===== src/rtl/fetch_decode_pkg.sv =====
// Shared opcode, state and ALU-select definitions for the fetch/decode controller.
// Build macro FETCH_COND_JUMP_EN enables the conditional jumps JC/JZ.
package fetch_decode_pkg;

  typedef enum logic [1:0] {
    ST_FETCH = 2'd0,
    ST_EXEC  = 2'd1,
    ST_ADDR  = 2'd2,
    ST_HALT  = 2'd3
  } state_e;

  localparam logic [3:0] OP_NOP  = 4'h0;
  localparam logic [3:0] OP_LIT  = 4'h1;
  localparam logic [3:0] OP_ADD  = 4'h2;
  localparam logic [3:0] OP_SUB  = 4'h3;
  localparam logic [3:0] OP_NAND = 4'h4;
  localparam logic [3:0] OP_CMP  = 4'h5;
  localparam logic [3:0] OP_OUT  = 4'h6;
  localparam logic [3:0] OP_JMP  = 4'h7;
  localparam logic [3:0] OP_JC   = 4'h8;
  localparam logic [3:0] OP_JZ   = 4'h9;
  localparam logic [3:0] OP_HALT = 4'hF;

  localparam logic [2:0] SEL_PASS_A = 3'd0;
  localparam logic [2:0] SEL_SUB    = 3'd1;
  localparam logic [2:0] SEL_PASS_B = 3'd2;
  localparam logic [2:0] SEL_ADD    = 3'd3;
  localparam logic [2:0] SEL_NAND   = 3'd4;

  typedef struct packed {
    logic [2:0] sel;
    logic       accu_en;
    logic       bus1_en;
    logic       bus2_en;
  } ctrl_t;

  localparam ctrl_t CTRL_IDLE = '{SEL_PASS_A, 1'b0, 1'b0, 1'b0};

  function automatic ctrl_t decode_ctrl(input logic [3:0] op);
    ctrl_t c;
    c = CTRL_IDLE;
    case (op)
      OP_LIT:  c = '{SEL_PASS_B, 1'b1, 1'b1, 1'b0};
      OP_ADD:  c = '{SEL_ADD,    1'b1, 1'b1, 1'b0};
      OP_SUB:  c = '{SEL_SUB,    1'b1, 1'b1, 1'b0};
      OP_NAND: c = '{SEL_NAND,   1'b1, 1'b1, 1'b0};
      OP_CMP:  c = '{SEL_SUB,    1'b0, 1'b1, 1'b0};
      OP_OUT:  c = '{SEL_PASS_A, 1'b0, 1'b0, 1'b1};
      default: c = CTRL_IDLE;
    endcase
    return c;
  endfunction

  // Two-byte opcodes: these take the ADDR cycle to consume their target byte.
  function automatic logic is_jump(input logic [3:0] op);
`ifdef FETCH_COND_JUMP_EN
    return (op == OP_JMP) || (op == OP_JC) || (op == OP_JZ);
`else
    return (op == OP_JMP);
`endif
  endfunction

  function automatic logic updates_flags(input logic [3:0] op);
    return (op == OP_ADD) || (op == OP_SUB) || (op == OP_CMP);
  endfunction

endpackage


===== src/rtl/fetch_decode_if.sv =====
// ROM / ALU / datapath-control bundle between the controller (master) and its datapath (slave).
interface fetch_decode_if;
  logic [7:0] program_byte;
  logic       c_in;
  logic       z_in;
  logic [7:0] rom_addr;
  logic [3:0] oprnd;
  logic [2:0] sel;
  logic       accu_en;
  logic       bus1_en;
  logic       bus2_en;
  logic       c_flag;
  logic       z_flag;
  logic [1:0] state;

  modport master (
    input  program_byte, c_in, z_in,
    output rom_addr, oprnd, sel, accu_en, bus1_en, bus2_en, c_flag, z_flag, state
  );

  modport slave (
    output program_byte, c_in, z_in,
    input  rom_addr, oprnd, sel, accu_en, bus1_en, bus2_en, c_flag, z_flag, state
  );
endinterface


===== src/rtl/fetch_decode_program_counter.sv =====
// 8-bit program counter: load has priority over increment, otherwise hold; wraps naturally.
module program_counter (
  input  logic       CLK,
  input  logic       reset,
  input  logic       inc,
  input  logic       load,
  input  logic [7:0] load_val,
  output logic [7:0] pc
);

  // PC register with asynchronous clear
  always_ff @(posedge CLK or posedge reset) begin
    if (reset) begin
      pc <= 8'h00;
    end else if (load) begin
      pc <= load_val;
    end else if (inc) begin
      pc <= pc + 8'd1;
    end else begin
      pc <= pc;
    end
  end

endmodule


===== src/rtl/fetch_decode.sv =====
// Fetch/decode controller: FETCH/EXEC/ADDR/HALT sequencer with registered datapath controls.
// Build macro FETCH_COND_JUMP_EN: defined -> JC/JZ are two-byte conditional jumps, else NOPs.
module fetch_decode
  import fetch_decode_pkg::*;
(
  input  logic          CLK,
  input  logic          reset,
  fetch_decode_if.master bus
);

  state_e     state_r;
  logic [7:0] ir_r;
  ctrl_t      ctrl_r;
  logic       c_flag_r;
  logic       z_flag_r;
  logic [7:0] pc_s;
  logic [3:0] opcode_s;
  logic [3:0] fetch_op_s;
  logic       jump_taken_s;
  logic       pc_inc_s;
  logic       pc_load_s;

  assign opcode_s   = ir_r[7:4];
  assign fetch_op_s = bus.program_byte[7:4];

  // Jump condition evaluated against the registered flags only
  always_comb begin
    jump_taken_s = 1'b0;
    case (opcode_s)
      OP_JMP:  jump_taken_s = 1'b1;
`ifdef FETCH_COND_JUMP_EN
      OP_JC:   jump_taken_s = c_flag_r;
      OP_JZ:   jump_taken_s = z_flag_r;
`endif
      default: jump_taken_s = 1'b0;
    endcase
  end

  // PC step selection per state
  always_comb begin
    pc_inc_s  = 1'b0;
    pc_load_s = 1'b0;
    case (state_r)
      ST_FETCH: pc_inc_s = 1'b1;
      ST_ADDR: begin
        if (jump_taken_s) begin
          pc_load_s = 1'b1;
        end else begin
          pc_inc_s  = 1'b1;
        end
      end
      default: begin
        pc_inc_s  = 1'b0;
        pc_load_s = 1'b0;
      end
    endcase
  end

  program_counter u_pc (
    .CLK      (CLK),
    .reset    (reset),
    .inc      (pc_inc_s),
    .load     (pc_load_s),
    .load_val (bus.program_byte),
    .pc       (pc_s)
  );

  // Sequencer; controls are decoded from the fetched byte so they are live for the EXEC cycle only
  always_ff @(posedge CLK or posedge reset) begin
    if (reset) begin
      state_r  <= ST_FETCH;
      ir_r     <= 8'h00;
      ctrl_r   <= CTRL_IDLE;
      c_flag_r <= 1'b0;
      z_flag_r <= 1'b0;
    end else begin
      case (state_r)
        ST_FETCH: begin
          ir_r <= bus.program_byte;
          if (fetch_op_s == OP_HALT) begin
            state_r <= ST_HALT;
            ctrl_r  <= CTRL_IDLE;
          end else if (is_jump(fetch_op_s)) begin
            state_r <= ST_ADDR;
            ctrl_r  <= CTRL_IDLE;
          end else begin
            state_r <= ST_EXEC;
            ctrl_r  <= decode_ctrl(fetch_op_s);
          end
        end
        ST_EXEC: begin
          state_r <= ST_FETCH;
          ctrl_r  <= CTRL_IDLE;
          if (updates_flags(opcode_s)) begin
            c_flag_r <= bus.c_in;
            z_flag_r <= bus.z_in;
          end else begin
            c_flag_r <= c_flag_r;
            z_flag_r <= z_flag_r;
          end
        end
        ST_ADDR: begin
          state_r <= ST_FETCH;
          ctrl_r  <= CTRL_IDLE;
        end
        ST_HALT: begin
          state_r <= ST_HALT;
          ctrl_r  <= CTRL_IDLE;
        end
        default: begin
          state_r <= ST_FETCH;
          ctrl_r  <= CTRL_IDLE;
        end
      endcase
    end
  end

  assign bus.rom_addr = pc_s;
  assign bus.oprnd    = ir_r[3:0];
  assign bus.sel      = ctrl_r.sel;
  assign bus.accu_en  = ctrl_r.accu_en;
  assign bus.bus1_en  = ctrl_r.bus1_en;
  assign bus.bus2_en  = ctrl_r.bus2_en;
  assign bus.c_flag   = c_flag_r;
  assign bus.z_flag   = z_flag_r;
  assign bus.state    = state_r;

endmodule


===== src/flat_wrapper.sv =====
// flat-port wrapper written by rule: the top's interface ports become plain ports
module fetch_decode_flat import fetch_decode_pkg::*;
  (CLK, reset, bus_program_byte, bus_c_in, bus_z_in, bus_rom_addr, bus_oprnd, bus_sel, bus_accu_en, bus_bus1_en, bus_bus2_en, bus_c_flag, bus_z_flag, bus_state);
  fetch_decode_if bus_i ();
  input  logic CLK;
  input  logic reset;
  input wire logic [$bits(bus_i.program_byte)-1:0] bus_program_byte;
  input wire logic [$bits(bus_i.c_in)-1:0] bus_c_in;
  input wire logic [$bits(bus_i.z_in)-1:0] bus_z_in;
  output wire logic [$bits(bus_i.rom_addr)-1:0] bus_rom_addr;
  output wire logic [$bits(bus_i.oprnd)-1:0] bus_oprnd;
  output wire logic [$bits(bus_i.sel)-1:0] bus_sel;
  output wire logic [$bits(bus_i.accu_en)-1:0] bus_accu_en;
  output wire logic [$bits(bus_i.bus1_en)-1:0] bus_bus1_en;
  output wire logic [$bits(bus_i.bus2_en)-1:0] bus_bus2_en;
  output wire logic [$bits(bus_i.c_flag)-1:0] bus_c_flag;
  output wire logic [$bits(bus_i.z_flag)-1:0] bus_z_flag;
  output wire logic [$bits(bus_i.state)-1:0] bus_state;
  assign bus_i.program_byte = bus_program_byte;
  assign bus_i.c_in = bus_c_in;
  assign bus_i.z_in = bus_z_in;
  assign bus_rom_addr = bus_i.rom_addr;
  assign bus_oprnd = bus_i.oprnd;
  assign bus_sel = bus_i.sel;
  assign bus_accu_en = bus_i.accu_en;
  assign bus_bus1_en = bus_i.bus1_en;
  assign bus_bus2_en = bus_i.bus2_en;
  assign bus_c_flag = bus_i.c_flag;
  assign bus_z_flag = bus_i.z_flag;
  assign bus_state = bus_i.state;
  fetch_decode u_core (.CLK(CLK), .reset(reset), .bus(bus_i));
endmodule

===== config.mk =====
export PLATFORM = sky130hd
export DESIGN_NAME = fetch_decode_flat
export DESIGN_NICKNAME = d
export VERILOG_FILES = /design/src/rtl/fetch_decode_pkg.sv /design/src/rtl/fetch_decode_if.sv /design/src/rtl/fetch_decode_program_counter.sv /design/src/rtl/fetch_decode.sv /design/src/flat_wrapper.sv
export SDC_FILE = /design/constraint.sdc
export NUM_CORES = 1
export LEC_CHECK = 0
export ABC_AREA = 1
export CORE_MARGIN = 1
export CORE_UTILIZATION = 52
export CTS_CLUSTER_SIZE = 25
export DETAILED_ROUTE_END_ITERATION = 6
export GPL_TIMING_DRIVEN = 0
export PLACE_DENSITY = 0.93
export SYNTH_ARGS = -nofsm -noshare
export SYNTH_HDL_FRONTEND = slang
export SYNTH_SLANG_ARGS = --single-unit
export TNS_END_PERCENT = 5

===== constraint.sdc =====
create_clock -name CLK -period 1.9 [get_ports CLK]
set_input_delay 0.475 -clock CLK [delete_from_list [all_inputs] [get_ports CLK]]
set_output_delay 0.475 -clock CLK [all_outputs]
set_load 0.02 [all_outputs]

### Word level (Yosys, flattened, before mapping)

Index checks and enable logic that the tools add are counted.

| operators by class | value |
|---|---|
| eq/ne operators | 15 |
| muxes and demuxes | 14 |
| add/sub/neg operators | 1 |
| reduce and logical (&&, ||, !) cells | 7 |

Operators with widths:

| kind | count |
|---|---|
| 6-bit one-hot mux with 6 select lines | 1 |
| 4-bit by 3-bit equality test with 1-bit output, second input constant | 6 |
| 4-bit by 2-bit equality test with 1-bit output, second input constant | 4 |
| 8-bit two-way mux | 2 |
| 6-bit two-way mux | 2 |
| 6-bit one-hot mux with 2 select lines | 1 |
| 8-bit by 1-bit adder with 8-bit output, second input constant | 1 |
| 2-bit one-hot mux with 3 select lines | 1 |
| 2-bit equality test, second input constant | 2 |
| 4-bit by 1-bit equality test with 1-bit output, second input constant | 1 |
| 4-bit equality test, second input constant | 1 |
| 1-bit two-way mux | 4 |
| 2-bit two-way mux | 2 |
| 3-bit OR reduction | 1 |
| 2-bit by 1-bit equality test with 1-bit output, second input constant | 1 |
| 2-bit logical NOT | 1 |
| 1-bit logical OR | 2 |
| 1-bit one-hot mux with 2 select lines | 1 |
| 2-bit AND reduction | 1 |
| 2-bit nonzero test | 1 |
| 2-bit OR reduction | 1 |

| word-level totals | value |
|---|---|
| register bits | 26 |
| output and inout bits | 22 |

### Depth between registers and ports, before layout

Gate-level depths: netlist (run 1).

| depth | value |
|---|---|
| depth after elaboration | 6 |
| mapped depth | 8 |
| depth with buffers taken out | 8 |

### Modules after synthesis

A second synthesis (run 1) with hierarchy kept.

| unflattened totals | value |
|---|---|
| cells, all modules | 155 |
| area, all modules | 1303.8 µm² |

By module, submodules not included:

| module | area an instance (µm²) | times used | cells each |
|---|---|---|---|
| fetch_decode | 813.3 | 1 | 91 |
| program_counter | 490.5 | 1 | 64 |

### Least setup slack after synthesis (run 1)

OpenSTA, ideal clock, no wires.

| path | value |
|---|---|
| kind | register to register |
| from | reg u_core.u_pc.pc[1] |
| to | reg u_core.u_pc.pc[6] |
| required time | 1.784 ns |
| slack | 0.623 ns |
| cell stages (with the launch flop) | 9 |
| data arrival time | 1.161 ns |
| path buffers | 0 |
| clock period less this slack | 1.277 ns |
| cells stage by stage | dfrtp_1 ha_1 nand2_1 nor2_1 nand2_1 nand2_1 nand3_1 nand2_1 nand2_1 |

| between the ends | value |
|---|---|
| cells in the longest elaborated chain, start to end | 3 |

RTL lines:

| what | RTL line | RTL |
|---|---|---|
| start, declared | fetch_decode_program_counter.sv:8 | `output logic [7:0] pc` |
| start signal, assigned | fetch_decode_program_counter.sv:16 | `pc <= load_val;` |
| start signal, assigned | fetch_decode_program_counter.sv:18 | `pc <= pc + 8'd1;` |
| start signal, assigned | fetch_decode_program_counter.sv:20 | `pc <= pc;` |
| 8-bit by 1-bit adder with 8-bit output | fetch_decode_program_counter.sv:18 |  |
| 8-bit two-way mux | fetch_decode_program_counter.sv:17 | `end else if (inc) begin` |
| 8-bit two-way mux | fetch_decode_program_counter.sv:15 | `end else if (load) begin` |

Every way passes these cells. The select of a mux whose other input is x is not followed.
A chain may end at the register's enable or synchronous reset.

### Final worst setup path (run 1)

| path | value |
|---|---|
| from | reg u_core.ir_r[3] |
| to | out bus_oprnd[3] |

RTL lines:

| what | RTL line | RTL |
|---|---|---|
| start, declared | fetch_decode.sv:12 | `logic [7:0] ir_r;` |
| start signal, assigned | fetch_decode.sv:79 | `ir_r <= bus.program_byte;` |
| end, declared | flat_wrapper.sv:11 | `output wire logic [$bits(bus_i.oprnd)-1:0] bus_oprnd;` |

No word-level cell between the ends.

==> report_table.html, run 1 <==
<table>
<tr><th>Metric</th><th>Value</th></tr>
<tr><th colspan="2">Run status</th></tr>
<tr><td>Outcome</td><td>completed</td></tr>
<tr><th colspan="2">Timing</th></tr>
<tr><td>Final Max Tran Viols</td><td>0</td></tr>
<tr><td>Fin Setup TNS</td><td>0 ps</td></tr>
<tr><td>Number of failing hold endpoints at the final stage</td><td>0</td></tr>
<tr><td>Clock Skews</td><td>~5.1 ps</td></tr>
<tr><td>Final setup slack of the worst path</td><td>~66 ps</td></tr>
<tr><td>Final cycle utilization of the critical path</td><td>0.965</td></tr>
<tr><td>Min cycle time layout</td><td>1830 ps</td></tr>
<tr><td>Slew at the pin closest to its max-slew limit</td><td>about 950 ps</td></tr>
<tr><td>Worst hold slack</td><td>a little under 500 ps</td></tr>
<tr><td>Slew headroom</td><td>0.365</td></tr>
<tr><td>Finish-stage setup viols</td><td>0</td></tr>
<tr><td>Fmax achieved</td><td>approximately 550 MHz</td></tr>
<tr><td>Unrepaired setup endpoints after global routing</td><td>false</td></tr>
<tr><th colspan="2">Worst setup path</th></tr>
<tr><td>Reg2reg setup slack</td><td>between 500 and 600 ps</td></tr>
<tr><td>Cell depth of the worst flop-to-flop path</td><td>8</td></tr>
<tr><td>Critical path's largest stage delay</td><td>about 580 ps</td></tr>
<tr><td>Top delay family on crit path</td><td>buffers and inverters</td></tr>
<tr><td>Kind of end point of the critical path</td><td>output pin</td></tr>
<tr><td>Count of buffer and inverter cells on the critical path</td><td>2</td></tr>
<tr><td>RR Startpoint</td><td>u_core.u_pc.pc[0]</td></tr>
<tr><td>Critical path destination</td><td>bus_oprnd[3]</td></tr>
<tr><td>Critical path cell sequence</td><td>buf_4, clkdlybuf4s50_1</td></tr>
<tr><td>Critical path class</td><td>reg2out</td></tr>
<tr><td>End of the worst register-to-register path</td><td>u_core.u_pc.pc[6]</td></tr>
<tr><td>Data required, critical path</td><td>1420 ps</td></tr>
<tr><td>Crit start category</td><td>register</td></tr>
<tr><td>Cell count along the critical path</td><td>2</td></tr>
<tr><td>Arrival time reported for the critical path endpoint</td><td>1360 ps</td></tr>
<tr><td>Slowest cell on the critical path</td><td>clkdlybuf4s50_1</td></tr>
<tr><td>Critical path startpoint</td><td>u_core.ir_r[3]</td></tr>
<tr><td>Crit path max fanout</td><td>2</td></tr>
<tr><th colspan="2">Logic synthesis</th></tr>
<tr><td>Sequential area share after synthesis</td><td>0.485</td></tr>
<tr><td>Cell count after synthesis</td><td>around 180</td></tr>
<tr><td>Synthesis warning total</td><td>0</td></tr>
<tr><td>Commonest cells in the synthesized netlist</td><td>64 x nand2_1, 26 x dfrtp_1, 24 x nand3_1</td></tr>
<tr><td>Post-synth EDFFs</td><td>0</td></tr>
<tr><td>Post-synth net total</td><td>approximately 190</td></tr>
<tr><td>Most used standard cell by instance count after synthesis</td><td>nand2_1</td></tr>
<tr><td>Fraction of post-synthesis cell area in the top cell type by area</td><td>0.485</td></tr>
<tr><td>Post-Synthesis Cell Area</td><td>1340 um^2</td></tr>
<tr><td>Distinct cell type count of the synthesized netlist</td><td>21</td></tr>
<tr><td>Leading register cell type out of synthesis</td><td>dfrtp_1</td></tr>
<tr><td>Proportion of synthesized flip-flops having asynchronous set or reset</td><td>1.00</td></tr>
<tr><td>Top cells by area, synth</td><td>dfrtp_1 49%, nand2_1 18%, nand3_1 9.0%, inv_1 5.0%, buf_4 2.8%</td></tr>
<tr><td>Area leader, netlist</td><td>dfrtp_1</td></tr>
<tr><td>Post-Synthesis Mean Instance Area</td><td>approximately 7.6 um^2</td></tr>
<tr><td>Flip-flop and latch count after synthesis</td><td>26</td></tr>
<tr><th colspan="2">Layout</th></tr>
<tr><td>Number of antenna cells inserted</td><td>0</td></tr>
<tr><td>Post-synthesis to final-layout area growth</td><td>31.9%</td></tr>
<tr><td>Final instance count without filler cells</td><td>between 200 and 250</td></tr>
<tr><td># nets final</td><td>about 230</td></tr>
<tr><td>Post-route cell area</td><td>approximately 1800 um^2</td></tr>
<tr><td>Ratio of cells with drive above 1 in the final layout</td><td>0.108</td></tr>
<tr><th colspan="2">Placed design</th></tr>
<tr><td>Pre-CTS worst setup slack</td><td>roughly 230 ps</td></tr>
<tr><td>Number of buffer cells added on primary ports</td><td>33</td></tr>
<tr><td>Area after detailed placement</td><td>1710 um^2</td></tr>
<tr><td>Final Wtd Congestion</td><td>about 0.84</td></tr>
<tr><td>Post-DP HPWL</td><td>approximately 2 mm</td></tr>
<tr><td>Instance count after placement with tap cells included</td><td>roughly 240</td></tr>
<tr><th colspan="2">Pwr</th></tr>
<tr><td>Pwr dens</td><td>approximately 550 nW/um^2</td></tr>
<tr><td>Peak supply drop</td><td>~0.44 mV</td></tr>
<tr><td>Combinational power share</td><td>0.052</td></tr>
<tr><td>Net switching power</td><td>approximately 190 uW</td></tr>
<tr><td>Switching Fraction</td><td>0.190</td></tr>
<tr><td>Internal power</td><td>790 uW</td></tr>
<tr><td>Clock network fraction of design power</td><td>0.381</td></tr>
<tr><td>Sequential power share</td><td>0.567</td></tr>
<tr><td>Leakage component of the power</td><td>a little over 0.9 nW</td></tr>
<tr><th colspan="2">CTS</th></tr>
<tr><td>Count of H-tree levels built during CTS</td><td>1</td></tr>
<tr><td>Cts bufs inserted</td><td>3</td></tr>
<tr><td>Number of hold-repair buffers added at the cts stage</td><td>0</td></tr>
<tr><td>TritonCTS clock tree</td><td>done</td></tr>
<tr><td>Clock Tree Root</td><td>clkbuf_4</td></tr>
<tr><td>Clk_lat worst skew</td><td>a little over 300 ps</td></tr>
<tr><td>CTS max path bufs</td><td>2</td></tr>
<tr><td>CTS sink cnt</td><td>26</td></tr>
<tr><td>Clock-pin slew of the registers on the worst-case setup and hold paths</td><td>140 ps</td></tr>
<tr><th colspan="2">Worst hold path</th></tr>
<tr><td>Class of the tightest hold or removal check</td><td>reg2reg</td></tr>
<tr><td>Worst hold path depth</td><td>2</td></tr>
<tr><th colspan="2">GRT</th></tr>
<tr><td>Top Usage Layer GRT</td><td>met2</td></tr>
<tr><td>GR Layer Usage met1</td><td>0.315</td></tr>
<tr><td>Met2 demand-to-capacity share in global routing</td><td>0.380</td></tr>
<tr><td>Number of global-route vias before repair</td><td>1,156</td></tr>
<tr><td>Number of antenna violations at the first check in global routing</td><td>0</td></tr>
<tr><td>Met3 demand-to-capacity share in global routing</td><td>0.0435</td></tr>
<tr><td>First-pass GRT wire length</td><td>~4.8 mm</td></tr>
<tr><td>Remaining Overflow, GRT</td><td>0</td></tr>
<tr><td>Largest net degree at the start of global routing</td><td>27</td></tr>
<tr><td>Combined global-route utilization of all metal layers</td><td>0.237</td></tr>
<tr><th colspan="2">Drt</th></tr>
<tr><td>Iteration-0 DRC Markers</td><td>33</td></tr>
<tr><td>Final ANT Viol Nets</td><td>0</td></tr>
<tr><td>DRC errors left</td><td>0</td></tr>
<tr><td>Vias per std cell</td><td>between 5 and 6</td></tr>
<tr><td>Detailed-route wire length</td><td>~2.8 mm</td></tr>
<tr><td>Number of detailed-routing iterations run before antenna repair</td><td>4</td></tr>
<tr><td>Vias post-DR</td><td>between 1,000 and 1,500</td></tr>
<tr><td>WL per Instance</td><td>between 10 and 15 um</td></tr>
<tr><th colspan="2">Die</th></tr>
<tr><td>Width of the die</td><td>52.8 um</td></tr>
<tr><td>Die area</td><td>roughly 2800 um^2</td></tr>
<tr><td>Rows</td><td>18</td></tr>
<tr><td>Core outline area</td><td>between 2000 and 2500 um^2</td></tr>
<tr><td>Ports placed on the boundary</td><td>34</td></tr>
<tr><td>Height of the die</td><td>approximately 53 um</td></tr>
<tr><td>Initial standard-cell utilization of the core</td><td>0.546</td></tr>
<tr><th colspan="2">Run</th></tr>
<tr><td>MaxCap Viol Count</td><td>0</td></tr>
</table>
[cell usage in the layout (no fill, tap or decap)]
master / synthesis / layout
clkdlybuf4s50_1: 0 / 20
a21oi_1: 3 / 3
nand2_4: 1 / 1
nand2_1: 64 / 64
nor4_1: 2 / 2
nor2_1: 6 / 6
nor2_2: 1 / 1
o21ai_2: 1 / 1
ha_1: 1 / 1
dlygate4sd2_1: 0 / 3
dlymetal6s2s_1: 0 / 7
and3_1: 1 / 1
nand3_1: 24 / 24
nand3b_1: 1 / 1
buf_4: 5 / 8
o21ai_0: 5 / 5
nor2_4: 2 / 2
nand4_1: 4 / 4
nor3_1: 1 / 1
inv_2: 4 / 4
o21ai_1: 5 / 5
inv_1: 18 / 18
buf_2: 1 / 1
clkbuf_4: 0 / 3
bufinv_16: 0 / 1
dfrtp_2: 0 / 1
dfrtp_1: 26 / 25
[power by group through the flow]
stage | sequential (mW) | clock, mW | combinational [mW]
6_report | 0.553 | 0.371 | 0.0509
5_1_grt | 0.554 | 0.408 | 0.0574
4_1_cts | 0.553 | 0.377 | 0.0512
3_5_place_dp | 0.564 | 0 | 0.0512
2_1_floorplan | 0.564 | 0 | 0.0180
3_3_place_gp | 0.564 | 0 | 0.0510
[stage by stage]
step                      power [mW]   util
after floorplan                0.582      -
after global routing            1.02  0.721
after detailed placement       0.615  0.696
after CTS                      0.982  0.717
final                          0.975  0.721
after global placement         0.615  0.696
[flip-flops by register name, indices dropped and copies added (netlist names)]
signal,count
u_core.bus.sel,3
u_core.bus.bus2_en,1
u_core.bus.accu_en,1
u_core.u_pc.pc,8
u_core.bus.bus1_en,1
u_core.ir_r,8
u_core.bus.c_flag,1
u_core.bus.state,2
u_core.bus.z_flag,1
[logic make-up after synthesis]
family,share of synthesized area
buffers and inverters,0.0933
DFF,0.485
AOI/OAI and AO/OA,0.0550
and+or+nand+nor,0.357
adders and majority gates,0.00933
[routing by layer]
| metal | part of all wire | vias up |
|---|---|---|
| met3 | 0.056 | 4 |
| met2 | 0.47 | 46 |
| met4 | 0.0085 | 0 |
| met5 | 0 | - |
| li1 | - | 634 |
| met1 | 0.46 | 571 |
[timing repair]
item	CTS	global route
buffers inserted	0	0
gates resized for setup	4	10
setup endpoints to repair	3	10
[worst min-delay path by stage]
stage	start	end	slack [ps]
finish	u_core.ir_r[3]	u_core.ir_r[3]	490
global route	u_core.ir_r[3]	u_core.ir_r[3]	510
CTS	u_core.ir_r[3]	u_core.ir_r[3]	490
detailed placement	u_core.ir_r[3]	u_core.ir_r[3]	460
global placement	u_core.ir_r[3]	u_core.ir_r[3]	450
floorplan	u_core.ir_r[0]	u_core.ir_r[0]	440
[worst reg2reg max path: stages, from the launching register on]
cell and delay [ps]:
dfrtp_1 490, ha_1 210, nand2_1 90, nor2_1 140, nand2_1 60, nand2_1 60, nand3_1 60, nand2_1 70
nand2_1 50
[cell type report]
type / count / area, um^2
clock inverters: 1 / 30.0
clock buffers: 3 / 22.5
inverters: 22 / 82.6
fillers: 194 / 686
repair buffers: 33 / 337
plain buffers: 6 / 42.5
well taps: 30 / 37.5
multi-input cells: 122 / 566
flip-flops and latches: 26 / 652
Power figures use the tool's default switching activity.
==> run 2: changes to the inputs <==
CORE_UTILIZATION = 43   (was 52)
PLACE_DENSITY = 0.83   (was 0.93)
clock period = 1.57 ns   (was 1.9 ns; I/O delays follow)
==> run 2 against run 1 <==
- the run now ends with design-rule violations left
- die area is 20% higher
- via count grew 0.40%
- largest cell class unchanged
- cell count is the same
- highest routed layer unchanged
- critical path depth shrank 1
- utilization decreased by 12 points
- cell area decreased by 3.8%
- worst setup slack lost 4.4 ps
- register-to-register slack worse by 290 ps
- clock power is 27% lower
- sequential power increased by 21%
- clock-buffer cell count stayed put
- critical endpoint is now bus_state[1]
- wire length fell by 2.0%
==> report_table.html, run 2 (synthesized netlist as in run 1, its figures left out) <==
<table>
<tr><th>Metric</th><th>Value</th></tr>
<tr><th colspan="2">Run status</th></tr>
<tr><td>Outcome</td><td>complete, but fails checks</td></tr>
<tr><td>Failing checks</td><td>design-rule violations</td></tr>
<tr><th colspan="2">Worst setup path</th></tr>
<tr><td>Data required, critical path</td><td>1180 ps (-240 ps)</td></tr>
<tr><td>End of the worst register-to-register path</td><td>u_core.u_pc.pc[4]</td></tr>
<tr><td>Cell count along the critical path</td><td>1 (-1)</td></tr>
<tr><td>Critical path destination</td><td>bus_state[1]</td></tr>
<tr><td>Slowest cell on the critical path</td><td>dfrtp_1</td></tr>
<tr><td>Arrival time reported for the critical path endpoint</td><td>1120 ps (-240 ps)</td></tr>
<tr><td>Critical path cell sequence</td><td>dlygate4sd2_1</td></tr>
<tr><td>RR Startpoint</td><td>u_core.u_pc.pc[0]</td></tr>
<tr><td>Reg2reg setup slack</td><td>300 ps (-290 ps)</td></tr>
<tr><td>Count of buffer and inverter cells on the critical path</td><td>1 (-1)</td></tr>
<tr><td>Cell depth of the worst flop-to-flop path</td><td>7 (-1)</td></tr>
<tr><td>Kind of end point of the critical path</td><td>output pin</td></tr>
<tr><td>Critical path's largest stage delay</td><td>450 ps (-130 ps)</td></tr>
<tr><td>Crit path max fanout</td><td>4 (+2)</td></tr>
<tr><td>Critical path startpoint</td><td>u_core.bus.state[1]</td></tr>
<tr><td>Top delay family on crit path</td><td>flip-flops</td></tr>
<tr><td>Crit start category</td><td>register</td></tr>
<tr><td>Critical path class</td><td>reg2out</td></tr>
<tr><th colspan="2">Layout</th></tr>
<tr><td>Util after Layout</td><td>0.596 (-0.124)</td></tr>
<tr><td>Post-synthesis to final-layout area growth</td><td>26.9%</td></tr>
<tr><td>Most frequent cells in the layout</td><td>64 x nand2_1, 24 x nand3_1, 22 x dfrtp_1</td></tr>
<tr><td>Most common cell after layout, fill and taps aside</td><td>nand2_1</td></tr>
<tr><td># nets final</td><td>227 (unchanged)</td></tr>
<tr><td>Number of fillers in the final layout</td><td>275 (+42%)</td></tr>
<tr><td>Ratio of cells with drive above 1 in the final layout</td><td>0.127 (+0.0194)</td></tr>
<tr><td>Final instance count without filler cells</td><td>243 (unchanged)</td></tr>
<tr><td>Post-route cell area</td><td>1700 um^2 (-3.8%)</td></tr>
<tr><td>Number of antenna cells inserted</td><td>0 (unchanged)</td></tr>
<tr><th colspan="2">Pwr</th></tr>
<tr><td>Peak supply drop</td><td>0.352 mV (-19%)</td></tr>
<tr><td>Overall Power</td><td>1.00 mW (+2.7%)</td></tr>
<tr><td>Leakage component of the power</td><td>0.912 nW (-0.11%)</td></tr>
<tr><td>Pwr dens</td><td>589 nW/um^2 (+6.8%)</td></tr>
<tr><th colspan="2">Placed design</th></tr>
<tr><td>Post-DP HPWL</td><td>2.10 mm (+3.4%)</td></tr>
<tr><td>Pre-CTS worst setup slack</td><td>-56.1 ps (-283 ps)</td></tr>
<tr><td>Number of buffer cells added on primary ports</td><td>33 (unchanged)</td></tr>
<tr><td>Area after detailed placement</td><td>1710 um^2 (about the same)</td></tr>
<tr><td>Instance count after placement with tap cells included</td><td>240 (+0.42%)</td></tr>
<tr><td>Final Wtd Congestion</td><td>0.812 (-3.0%)</td></tr>
<tr><th colspan="2">Timing</th></tr>
<tr><td>Final cycle utilization of the critical path</td><td>0.961</td></tr>
<tr><td>Final Max Tran Viols</td><td>0 (unchanged)</td></tr>
<tr><td>Slew headroom</td><td>0.375 (+0.0101)</td></tr>
<tr><td>Worst hold slack</td><td>489 ps (-0.765 ps)</td></tr>
<tr><td>Fin Setup TNS</td><td>0 ps (unchanged)</td></tr>
<tr><td>Number of failing hold endpoints at the final stage</td><td>0 (unchanged)</td></tr>
<tr><td>Final setup slack of the worst path</td><td>61.4 ps (-4.44 ps)</td></tr>
<tr><td>Fmax achieved</td><td>between 600 and 700 MHz</td></tr>
<tr><td>Clock Skews</td><td>3.99 ps (-1.08 ps)</td></tr>
<tr><td>Min cycle time layout</td><td>1510 ps</td></tr>
<tr><td>Finish-stage setup viols</td><td>0 (unchanged)</td></tr>
<tr><td>Slew at the pin closest to its max-slew limit</td><td>937 ps (-15.2 ps)</td></tr>
<tr><td>Unrepaired setup endpoints after global routing</td><td>false</td></tr>
<tr><th colspan="2">Die</th></tr>
<tr><td>Ports placed on the boundary</td><td>34 (unchanged)</td></tr>
<tr><td>Initial standard-cell utilization of the core</td><td>0.470 (-0.0762)</td></tr>
<tr><td>Die area</td><td>3350 um^2 (+20%)</td></tr>
<tr><td>Width of the die</td><td>57.9 um (+9.6%)</td></tr>
<tr><td>Core outline area</td><td>2850 um^2 (+16%)</td></tr>
<tr><td>Height of the die</td><td>57.9 um (+9.6%)</td></tr>
<tr><td>Rows</td><td>19 (+1)</td></tr>
<tr><th colspan="2">Drt</th></tr>
<tr><td>Final ANT Viol Nets</td><td>0 (unchanged)</td></tr>
<tr><td>DRC errors left</td><td>4 (+4)</td></tr>
<tr><td>Detailed-route wire length</td><td>2.76 mm (-2.0%)</td></tr>
<tr><td>Number of detailed-routing iterations run before antenna repair</td><td>6 (+2)</td></tr>
<tr><td>Vias per std cell</td><td>5.19 (+0.40%)</td></tr>
<tr><td>WL per Instance</td><td>11.4 um (-2.0%)</td></tr>
<tr><td>Iteration-0 DRC Markers</td><td>40 (+21%)</td></tr>
<tr><td>Vias post-DR</td><td>1,260 (+0.40%)</td></tr>
<tr><th colspan="2">CTS</th></tr>
<tr><td>TritonCTS clock tree</td><td>done</td></tr>
<tr><td>Clk_lat worst skew</td><td>310 ps (about the same)</td></tr>
<tr><td>Post-CTS setup buffer count</td><td>0 (unchanged)</td></tr>
<tr><td>Clock Tree Root</td><td>clkbuf_4</td></tr>
<tr><td>CTS max path bufs</td><td>2 (unchanged)</td></tr>
<tr><td>Number of hold-repair buffers added at the cts stage</td><td>0 (unchanged)</td></tr>
<tr><td>Count of H-tree levels built during CTS</td><td>1 (unchanged)</td></tr>
<tr><td>Cts bufs inserted</td><td>3 (unchanged)</td></tr>
<tr><td>CTS sink cnt</td><td>26 (unchanged)</td></tr>
<tr><td>Clock-pin slew of the registers on the worst-case setup and hold paths</td><td>130 ps (about the same)</td></tr>
<tr><th colspan="2">Worst hold path</th></tr>
<tr><td>Worst hold path depth</td><td>2 (unchanged)</td></tr>
<tr><td>Class of the tightest hold or removal check</td><td>reg2reg</td></tr>
<tr><td>Hold path start</td><td>u_core.bus.z_flag</td></tr>
<tr><th colspan="2">GRT</th></tr>
<tr><td>Number of global-route vias before repair</td><td>1,079 (-6.7%)</td></tr>
<tr><td>Largest net degree at the start of global routing</td><td>27 (unchanged)</td></tr>
<tr><td>Combined global-route utilization of all metal layers</td><td>0.182 (-0.0550)</td></tr>
<tr><td>First-pass GRT wire length</td><td>4.73 mm (-1.7%)</td></tr>
<tr><td>Number of antenna violations at the first check in global routing</td><td>0 (unchanged)</td></tr>
<tr><td>Remaining Overflow, GRT</td><td>0 (unchanged)</td></tr>
<tr><th colspan="2">Run</th></tr>
<tr><td>MaxCap Viol Count</td><td>0 (unchanged)</td></tr>
</table>
run 2: cell type report:
class                      instances  area, um^2  area share
clock buffer                       3        22.5      0.0132
sequential                        26         656       0.385
inverter                          22        82.6      0.0485
multi-input combinational        122         566       0.332
tap                               31        38.8      0.0228
timing repair buffer              33         294       0.173
buffer                             6        42.5      0.0250
run 2: what timing repair did:
| item | in CTS | in global routing |
|---|---|---|
| setup endpoints to repair | 22 | 4 |
| pin swaps | 0 | 0 |
| resized for setup | 23 | 5 |
run 2: routing by layer:
metal  vias up  share of wire  wire length [um]  track usage
li1        638              -                 -            -
met1       580           0.46              1270        0.243
met2        35           0.46              1280        0.307
met3         7          0.058               160       0.0246
met4         0          0.017                47       0.0612
met5         -              0                 0            0
run 2: tightest hold or removal path, cell delays in order (launching register included):
cell     delay (ps)
dfrtp_1         370
nand2_1          50
nand2_1          40
run 2: how the worst min path moves through the flow:
stage | to | slack (ps)
finish | u_core.bus.z_flag | 490
global placement | u_core.ir_r[1] | 460
floorplan | u_core.bus.accu_en | 430
global route | u_core.ir_r[1] | 520
detailed placement | u_core.ir_r[3] | 460
CTS | u_core.bus.z_flag | 490
run 2: power breakdown:
group          leakage (nW)  internal, mW  switching [mW]
registers             0.258         0.670               0
logic                 0.641        0.0281          0.0347
clock network        0.0138        0.0896           0.180
total                 0.912         0.787           0.215
